--- src/rtl/imem_prog_loader_pkg.sv ---
// rtl/imem_prog_loader_pkg.sv - shared loader state encoding and IMEM depth constants
package imem_prog_loader_pkg;

    // Loader phases. The Fetch IMEM wrapper decodes these too, so the encoding is fixed here.
    typedef enum logic [2:0] {
        ST_IDLE  = 3'd0,
        ST_CLEAR = 3'd1,
        ST_LOAD  = 3'd2,
        ST_HOLD  = 3'd3,
        ST_RUN   = 3'd4
    } loader_state_e;

    localparam int IMEM_ADDR_W = 10;
    localparam int IMEM_DEPTH  = 1 << IMEM_ADDR_W;
    localparam int IMEM_DATA_W = 32;

endpackage

--- src/rtl/imem_prog_loader.sv ---
// rtl/imem_prog_loader.sv - zero-fills IMEM, streams a program in, then releases the core
//  clk, rst (async, active low)
//  start                     : one-cycle pulse, honoured only in IDLE or RUN
//  s_valid/s_data/s_last     : program word stream in, s_ready back
//  imem_we/imem_addr/imem_wdata : IMEM write port
//  core_rst_n                : core reset, low everywhere except RUN
//  busy/done/err/word_cnt    : status
module imem_prog_loader
    import imem_prog_loader_pkg::*;
#(
    parameter int ADDR_W   = IMEM_ADDR_W,
    parameter int DATA_W   = IMEM_DATA_W,
    parameter bit CLEAR_EN = 1'b1,
    parameter int RST_HOLD = 4
) (
    input  logic              clk,
    input  logic              rst,
    input  logic              start,
    input  logic              s_valid,
    input  logic [DATA_W-1:0] s_data,
    input  logic              s_last,
    output logic              s_ready,
    output logic              imem_we,
    output logic [ADDR_W-1:0] imem_addr,
    output logic [DATA_W-1:0] imem_wdata,
    output logic              core_rst_n,
    output logic              busy,
    output logic              done,
    output logic              err,
    output logic [ADDR_W:0]   word_cnt
);

    localparam int                HC_W      = (RST_HOLD < 2) ? 1 : $clog2(RST_HOLD + 1);
    localparam logic [ADDR_W-1:0] LAST_ADDR = '1;
    localparam logic [HC_W-1:0]   HOLD_INIT = HC_W'(RST_HOLD);

    loader_state_e     state, state_d;
    logic              s_ready_d, imem_we_d, core_rst_n_d, busy_d, done_d, err_d;
    logic [ADDR_W-1:0] imem_addr_d;
    logic [DATA_W-1:0] imem_wdata_d;
    logic [ADDR_W:0]   word_cnt_d;
    logic [HC_W-1:0]   hold_cnt, hold_cnt_d;
    logic              handshake;
    logic [ADDR_W-1:0] ptr;

    assign handshake = s_valid & s_ready;
    // Load pointer and word count advance together, so the count doubles as the pointer.
    assign ptr = word_cnt[ADDR_W-1:0];

    always_ff @(posedge clk or negedge rst) begin
        if (!rst) begin
            state      <= ST_IDLE;
            s_ready    <= 1'b0;
            imem_we    <= 1'b0;
            imem_addr  <= '0;
            imem_wdata <= '0;
            core_rst_n <= 1'b0;
            busy       <= 1'b0;
            done       <= 1'b0;
            err        <= 1'b0;
            word_cnt   <= '0;
            hold_cnt   <= '0;
        end else begin
            state      <= state_d;
            s_ready    <= s_ready_d;
            imem_we    <= imem_we_d;
            imem_addr  <= imem_addr_d;
            imem_wdata <= imem_wdata_d;
            core_rst_n <= core_rst_n_d;
            busy       <= busy_d;
            done       <= done_d;
            err        <= err_d;
            word_cnt   <= word_cnt_d;
            hold_cnt   <= hold_cnt_d;
        end
    end

    always_comb begin
        state_d      = state;
        s_ready_d    = s_ready;
        imem_we_d    = 1'b0;
        imem_addr_d  = imem_addr;
        imem_wdata_d = imem_wdata;
        core_rst_n_d = 1'b0;
        busy_d       = busy;
        done_d       = 1'b0;
        err_d        = err;
        word_cnt_d   = word_cnt;
        hold_cnt_d   = hold_cnt;

        unique case (state)
            ST_IDLE, ST_RUN: begin
                core_rst_n_d = (state == ST_RUN);
                done_d       = (state == ST_RUN);
                if (start) begin
                    core_rst_n_d = 1'b0;
                    done_d       = 1'b0;
                    busy_d       = 1'b1;
                    err_d        = 1'b0;
                    word_cnt_d   = '0;
                    imem_addr_d  = '0;
                    imem_wdata_d = '0;
                    if (CLEAR_EN) begin
                        state_d   = ST_CLEAR;
                        imem_we_d = 1'b1;
                    end else begin
                        state_d   = ST_LOAD;
                        s_ready_d = 1'b1;
                    end
                end
            end
            ST_CLEAR: begin
                // The write to address 0 is issued on entry, so this sweep covers every word once.
                if (imem_addr == LAST_ADDR) begin
                    state_d     = ST_LOAD;
                    imem_addr_d = '0;
                    s_ready_d   = 1'b1;
                end else begin
                    imem_we_d   = 1'b1;
                    imem_addr_d = imem_addr + 1'b1;
                end
            end
            ST_LOAD: begin
                if (handshake) begin
                    imem_we_d    = 1'b1;
                    imem_addr_d  = ptr;
                    imem_wdata_d = s_data;
                    word_cnt_d   = word_cnt + 1'b1;
                    // The top word is the last one the pointer may take; a missing s_last there is overflow.
                    if (s_last || (ptr == LAST_ADDR)) begin
                        state_d    = ST_HOLD;
                        s_ready_d  = 1'b0;
                        hold_cnt_d = HOLD_INIT;
                        err_d      = ~s_last;
                    end
                end
            end
            ST_HOLD: begin
                // The first HOLD cycle carries the final write; RST_HOLD further cycles keep the core in reset.
                if (hold_cnt == '0) begin
                    state_d      = ST_RUN;
                    core_rst_n_d = 1'b1;
                    done_d       = 1'b1;
                    busy_d       = 1'b0;
                end else begin
                    hold_cnt_d = hold_cnt - 1'b1;
                end
            end
            default: begin
                state_d = ST_IDLE;
            end
        endcase
    end

endmodule

--- config.mk ---
export PLATFORM = sky130hd
export DESIGN_NAME = imem_prog_loader
export DESIGN_NICKNAME = d
export VERILOG_FILES = /design/src/rtl/imem_prog_loader_pkg.sv /design/src/rtl/imem_prog_loader.sv
export SDC_FILE = /design/constraint.sdc
export NUM_CORES = 1
export LEC_CHECK = 0
export CAP_MARGIN = 20
export CORE_ASPECT_RATIO = 2
export CORE_MARGIN = 2
export CORE_UTILIZATION = 50
export CTS_CLUSTER_SIZE = 16
export DETAILED_ROUTE_END_ITERATION = 8
export GPL_ROUTABILITY_DRIVEN = 0
export PLACE_DENSITY = 0.85
export SETUP_SLACK_MARGIN = 0.4
export SLEW_MARGIN = 20
export SYNTH_ARGS = -nofsm -noshare
export SYNTH_HDL_FRONTEND = slang
export SYNTH_SLANG_ARGS = --single-unit
--- constraint.sdc ---
create_clock -name clk -period 3.9 [get_ports clk]
set_clock_uncertainty 0.1 [all_clocks]
set_input_delay 0.39 -clock clk [delete_from_list [all_inputs] [get_ports clk]]
set_output_delay 0.39 -clock clk [all_outputs]
set_load 0.02 [all_outputs]
=== Word level (Yosys, flattened, before mapping) ===
Cells that the tools add are included.

* Register bits after elaboration: 64
* Logic and storage cells: 81

* Eq/ne operators: 12
* Mux-type cells: 38
* Bitwise logic cells: 2
* Add/sub/neg operators: 3
* Reduce and logical (&&, ||, !) cells: 16

{| class="wikitable"
|+ Operator list
! operator !! number
|-
| 32-bit 2-to-1 mux || 2
|-
| 32-bit one-hot mux with 2 select lines || 1
|-
| 10-bit 2-to-1 mux || 3
|-
| 10-bit one-hot mux with 3 select lines || 1
|-
| 3-bit 2-to-1 mux || 8
|-
| 11-bit 2-to-1 mux || 2
|-
| 11-bit one-hot mux with 2 select lines || 1
|-
| 10-bit equality test (second input constant) || 2
|-
| 1-bit 2-to-1 mux || 13
|-
| 2-bit inequality test (second input constant) || 6
|-
| 3-bit one-hot mux with 4 select lines || 1
|-
| 4-bit AND reduction || 3
|-
| 11-bit by 1-bit adder with 11-bit output (second input constant) || 1
|-
| 10-bit by 1-bit adder with 10-bit output (second input constant) || 1
|-
| 3-bit AND reduction || 3
|-
| 1-bit one-hot mux with 2 select lines || 4
|-
| 2-bit nonzero test || 4
|-
| 3-bit by 2-bit equality test with 1-bit output (second input constant) || 2
|-
| 3-bit logical NOT || 2
|-
| 3-bit one-hot mux with 2 select lines || 1
|-
| 5-bit AND reduction || 1
|-
| 3-bit by 1-bit equality test with 1-bit output (second input constant) || 1
|-
| 3-bit equality test (second input constant) || 1
|-
| 1-bit one-hot mux with 3 select lines || 1
|-
| 6 further kinds || 6
|}

=== Logic depth before layout (Yosys ltp) ===
* Depth in word-level cells: 5
* Depth in mapped cells: 7
* Mapped depth without buffers: 6

=== Worst setup path before layout ===
Ideal clock, no wire load.

* Path type: register to register
* Start: reg s_ready
* End: reg word_cnt[6]
* Data required time: 3.722 ns
* Library setup time: 0.078 ns
* Arrival: 1.670 ns
* Cell stages (with the launch flop): 6
* Clock period less this slack: 1.848 ns
* Setup slack: 2.052 ns
* Cell sequence: dfrtp_1 > nand4b_2 > a21o_1 > buf_6 > or4_1 > a21oi_1

* Cells in the longest elaborated chain, start to end: 3

{| class="wikitable"
|+ Ends and longest elaborated chain
! item !! RTL line !! RTL
|-
| start, declared || imem_prog_loader.sv:22 || <nowiki>output logic s_ready,</nowiki>
|-
| start signal, assigned || imem_prog_loader.sv:65 || <nowiki>s_ready <= s_ready_d;</nowiki>
|-
| 1-bit AND || imem_prog_loader.sv:46 || <nowiki>assign handshake = s_valid & s_ready;</nowiki>
|-
| 2-bit inequality test (no line) || n/a ||
|-
| 3-bit AND reduction (no line) || n/a ||
|-
| end signal, assigned || imem_prog_loader.sv:73 || <nowiki>word_cnt <= word_cnt_d;</nowiki>
|-
| end, declared || imem_prog_loader.sv:30 || <nowiki>output logic [ADDR_W:0] word_cnt</nowiki>
|}

Every way passes these cells.
A chain may end at the register's enable or synchronous reset.

=== Final worst setup path ===
* Start: reg state[0]
* End: reg imem_addr[5]

* Cells in the longest elaborated chain, start to end: 4

{| class="wikitable"
|+ Ends and longest elaborated chain
! item !! RTL line !! RTL
|-
| start, declared || imem_prog_loader.sv:37 || <nowiki>loader_state_e state, state_d;</nowiki>
|-
| start signal, assigned || imem_prog_loader.sv:64 || <nowiki>state <= state_d;</nowiki>
|-
| 3-bit equality test or 3-bit logical NOT (tied branches) || imem_prog_loader.sv:91 || <nowiki>unique case (state)</nowiki>
|-
| 2-bit OR reduction || imem_prog_loader.sv:91 ||
|-
| 2-bit inequality test (no line) or 3-bit nonzero test (tied branches) || n/a ||
|-
| 3-bit AND reduction (no line) || n/a ||
|-
| end signal, assigned || imem_prog_loader.sv:67 || <nowiki>imem_addr <= imem_addr_d;</nowiki>
|-
| end, declared || imem_prog_loader.sv:24 || <nowiki>output logic [ADDR_W-1:0] imem_addr,</nowiki>
|}

Several ways; a longest one is shown, not always the timed one.

==> insert_results.sql <==
INSERT INTO impl_metrics (metric_group, metric, value, unit) VALUES
('place', 'dpl_cell_area', '4070', 'µm²'),
('clocking', 'cts_buffer_depth', '2', ''),
('pwr', 'power_leakage', '1.79', 'nW'),
('die', 'num_ports', '96', ''),
('global_route', 'grt_max_degree', '77', ''),
('finish', 'final.fill_count', '456', ''),
('setup_path', 'setup_slack_of_the_most_critical_reg_to_reg_path', '1.33', 'ns'),
('yosys', 'synth.ff_latch_count', '64', ''),
('clocking', 'cts-buffers-inserted', '9', ''),
('detailed_routing', 'dr.first_iter.drc_count', '325', ''),
('status', 'run_status', 'finished with violations', ''),
('finish', 'area_delta_synth_final', '40.5', '%'),
('sta', 'post-route-worst-setup-slack', '1.33', 'ns'),
('finish', 'num-nets-final', '473', ''),
('finish', 'n_antenna_cell', '0', ''),
('setup_path', 'regToRegStartpoint', 'state[0]', ''),
('clocking', 'worstSkewPairLatency', '0.32', 'ns'),
('clocking', 'postCtsSetupRepairBufs', '0', ''),
('global_route', 'grt_remaining_overflow', '0', ''),
('setup_path', 'setup.worst_path.start_class', 'register', ''),
('setup_path', 'worst_r2r_endpoint', 'imem_addr[5]', ''),
('pwr', 'irDropWorstVdd', '0.394', 'mV'),
('detailed_routing', 'detailroute.via_count', '2903', ''),
('setup_path', 'critical-path-top-delay-family', 'compound AO/OA/AOI/OAI gates', ''),
('sta', 'grt_setup_unrepaired', 'false', ''),
('detailed_routing', 'drt.antenna.violating_nets', '0', ''),
('setup_path', 'required', '4.03', 'ns'),
('detailed_routing', 'wl_per_cell', '16.1', 'µm'),
('yosys', 'syn_nets', '387', ''),
('worst_hold_path', 'hp-class', 'primary input to asynchronous set/reset pin', ''),
('yosys', 'synth_area_leaders', 'sky130_fd_sc_hd__dfrtp_1 (51%), sky130_fd_sc_hd__nand2_1 (9.9%), sky130_fd_sc_hd__o21ai_0 (8.2%)', ''),
('global_route', 'antenna_found_initial', '0', ''),
('die', 'start_util', '0.519', ''),
('detailed_routing', 'wl', '8.07', 'mm'),
('die', 'core_area', '6010', 'µm²'),
('finish', 'final_area', '4380', 'µm²'),
('die', 'die_width', '59.8', 'µm'),
('clocking', 'tritoncts', 'done', ''),
('die', 'dieArea', '6920', 'µm²'),
('clocking', 'tritoncts_num_sinks', '64', ''),
('global_route', 'overall_global_routing_resource_usage', '0.258', ''),
('finish', 'postLayoutCoreUtil', '0.729', ''),
('clocking', 'clk_pin_slew', '0.05', 'ns'),
('sta', 'tightestPinTransition', '0.800', 'ns'),
('detailed_routing', 'avgViaCountPerCell', '5.81', ''),
('pwr', 'pwr_density_cell', '688', 'nW/µm²'),
('place', 'placement.setup.worst_slack', '1.18', 'ns'),
('run', 'timing.max_cap.violations', '0', ''),
('global_route', 'grt_pass1_vias', '2949', ''),
('detailed_routing', 'residual_drc', '0', ''),
('yosys', 'synthDominantAreaCellType', 'sky130_fd_sc_hd__dfrtp_1', ''),
('setup_path', 'slowest_delay', '0.84', 'ns'),
('place', 'post_detailed_placement_half_perimeter_wirelength', '5.71', 'mm'),
('clocking', 'cts_repair_resize_count', '0', ''),
('setup_path', 'cp_cell_sequence', 'or3b_1, a31oi_1, a21oi_1, o21ai_0', ''),
('sta', 'worst_hold_slack', '-0.0361', 'ns'),
('setup_path', 'criticalPathCategory', 'register to register', ''),
('status', 'failed_checks', 'negative hold slack', ''),
('clocking', 'hold_buffers', '0', ''),
('detailed_routing', 'drt_first_pass_iters', '4', ''),
('setup_path', 'crit_slowest_cell', 'sky130_fd_sc_hd__dfrtp_1', ''),
('sta', 'final_hold_viol_count', '46', ''),
('yosys', 'synthesis.instances', '346', ''),
('setup_path', 'end_kind', 'register', ''),
('yosys', 'synth_top_flop_cell', 'sky130_fd_sc_hd__dfrtp_1', ''),
('sta', 'final_setup_tns', '0', 'ns'),
('yosys', 'synth_seq_area_share', '0.514', ''),
('sta', 'maxSlewViolCount', '0', ''),
('sta', 'final.period_utilization', '0.659', ''),
('yosys', 'synth.distinct_cells', '48', ''),
('yosys', 'synth_async_sr_flop_share', '1.00', '');
-- cells by family after synthesis --
logic type | count (synthesis) | share of synthesized area
AND/OR/NAND/NOR | 144 | 0.224
AO/OA/AOI/OAI | 95 | 0.181
XOR/XNOR | 6 | 0.0169
buffers and inverters | 32 | 0.0442
flip-flops | 64 | 0.514
adder cells (fa/ha/maj) | 4 | 0.0161
multiplexers | 1 | 0.00361
-- metrics by stage --
stage                     hold WS, ns  power (mW)  std cells
after floorplan              -0.00559        1.71        346
after global placement          0.361        2.19        484
after detailed placement        0.370        2.22        484
after CTS                       0.191        3.03        500
after global routing           0.0284        3.21        500
final                         -0.0361        3.01        500
-- how the worst max path moves through the flow --
| stage | from | end | cells past startpoint |
|---|---|---|---|
| after global placement | s_valid | word_cnt[6] | 5 |
| after detailed placement | s_valid | word_cnt[6] | 5 |
| final | state[0] | imem_addr[5] | 4 |
| after global routing | state[0] | imem_addr[5] | 4 |
| after CTS | state[0] | imem_addr[5] | 4 |
| after floorplan | s_ready | word_cnt[6] | 5 |
-- synthesized netlist by cell type, types with 4 or more instances --
cell / count
sky130_fd_sc_hd__a211oi_1: 5
sky130_fd_sc_hd__a21oi_1: 15
sky130_fd_sc_hd__and4_1: 4
sky130_fd_sc_hd__buf_2: 5
sky130_fd_sc_hd__clkbuf_1: 17
sky130_fd_sc_hd__dfrtp_1: 64
sky130_fd_sc_hd__ha_1: 4
sky130_fd_sc_hd__inv_1: 8
sky130_fd_sc_hd__nand2_1: 82
sky130_fd_sc_hd__nand2b_1: 4
sky130_fd_sc_hd__nand3_1: 9
sky130_fd_sc_hd__nor2_1: 11
sky130_fd_sc_hd__nor3_1: 6
sky130_fd_sc_hd__o21ai_0: 51
sky130_fd_sc_hd__o311ai_0: 4
sky130_fd_sc_hd__or3_1: 4
sky130_fd_sc_hd__xnor2_1: 6
-- per-layer routing --
layer / vias up / GRT usage / wire [µm]
met1: 1369 / 0.293 / 2960
met5: - / 0 / 0
met2: 121 / 0.439 / 4440
met3: 23 / 0.0446 / 352
met4: 0 / 0.151 / 322
li1: 1390 / - / -
-- where the power goes --
| part | switching, mW | internal (mW) |
|---|---|---|
| Clock | 0.269 | 0.527 |
| Sequential | 0.192 | 0.843 |
| Combinational | 0.674 | 0.509 |
| Total | 1.14 | 1.88 |
-- flip-flops by register name, summed over array words and instances, names as in the netlist --
signal and flops:
busy 1, imem_wdata 32, state 3, hold_cnt 3, word_cnt 11, imem_we 1
s_ready 1, imem_addr 10, err 1, done 1
-- layout make-up --
| type | count | area (µm²) | share of cell area |
|---|---|---|---|
| timing repair buffer | 99 | 978 | 0.223 |
| multi-input combinational | 250 | 1390 | 0.318 |
| tap | 63 | 78.8 | 0.0180 |
| clock buffer | 13 | 260 | 0.0594 |
| sequential | 64 | 1600 | 0.366 |
| clock inverter | 3 | 40.0 | 0.00914 |
| inverter | 8 | 30.0 | 0.00686 |
Note: power is estimated with default switching activity, not from simulation.
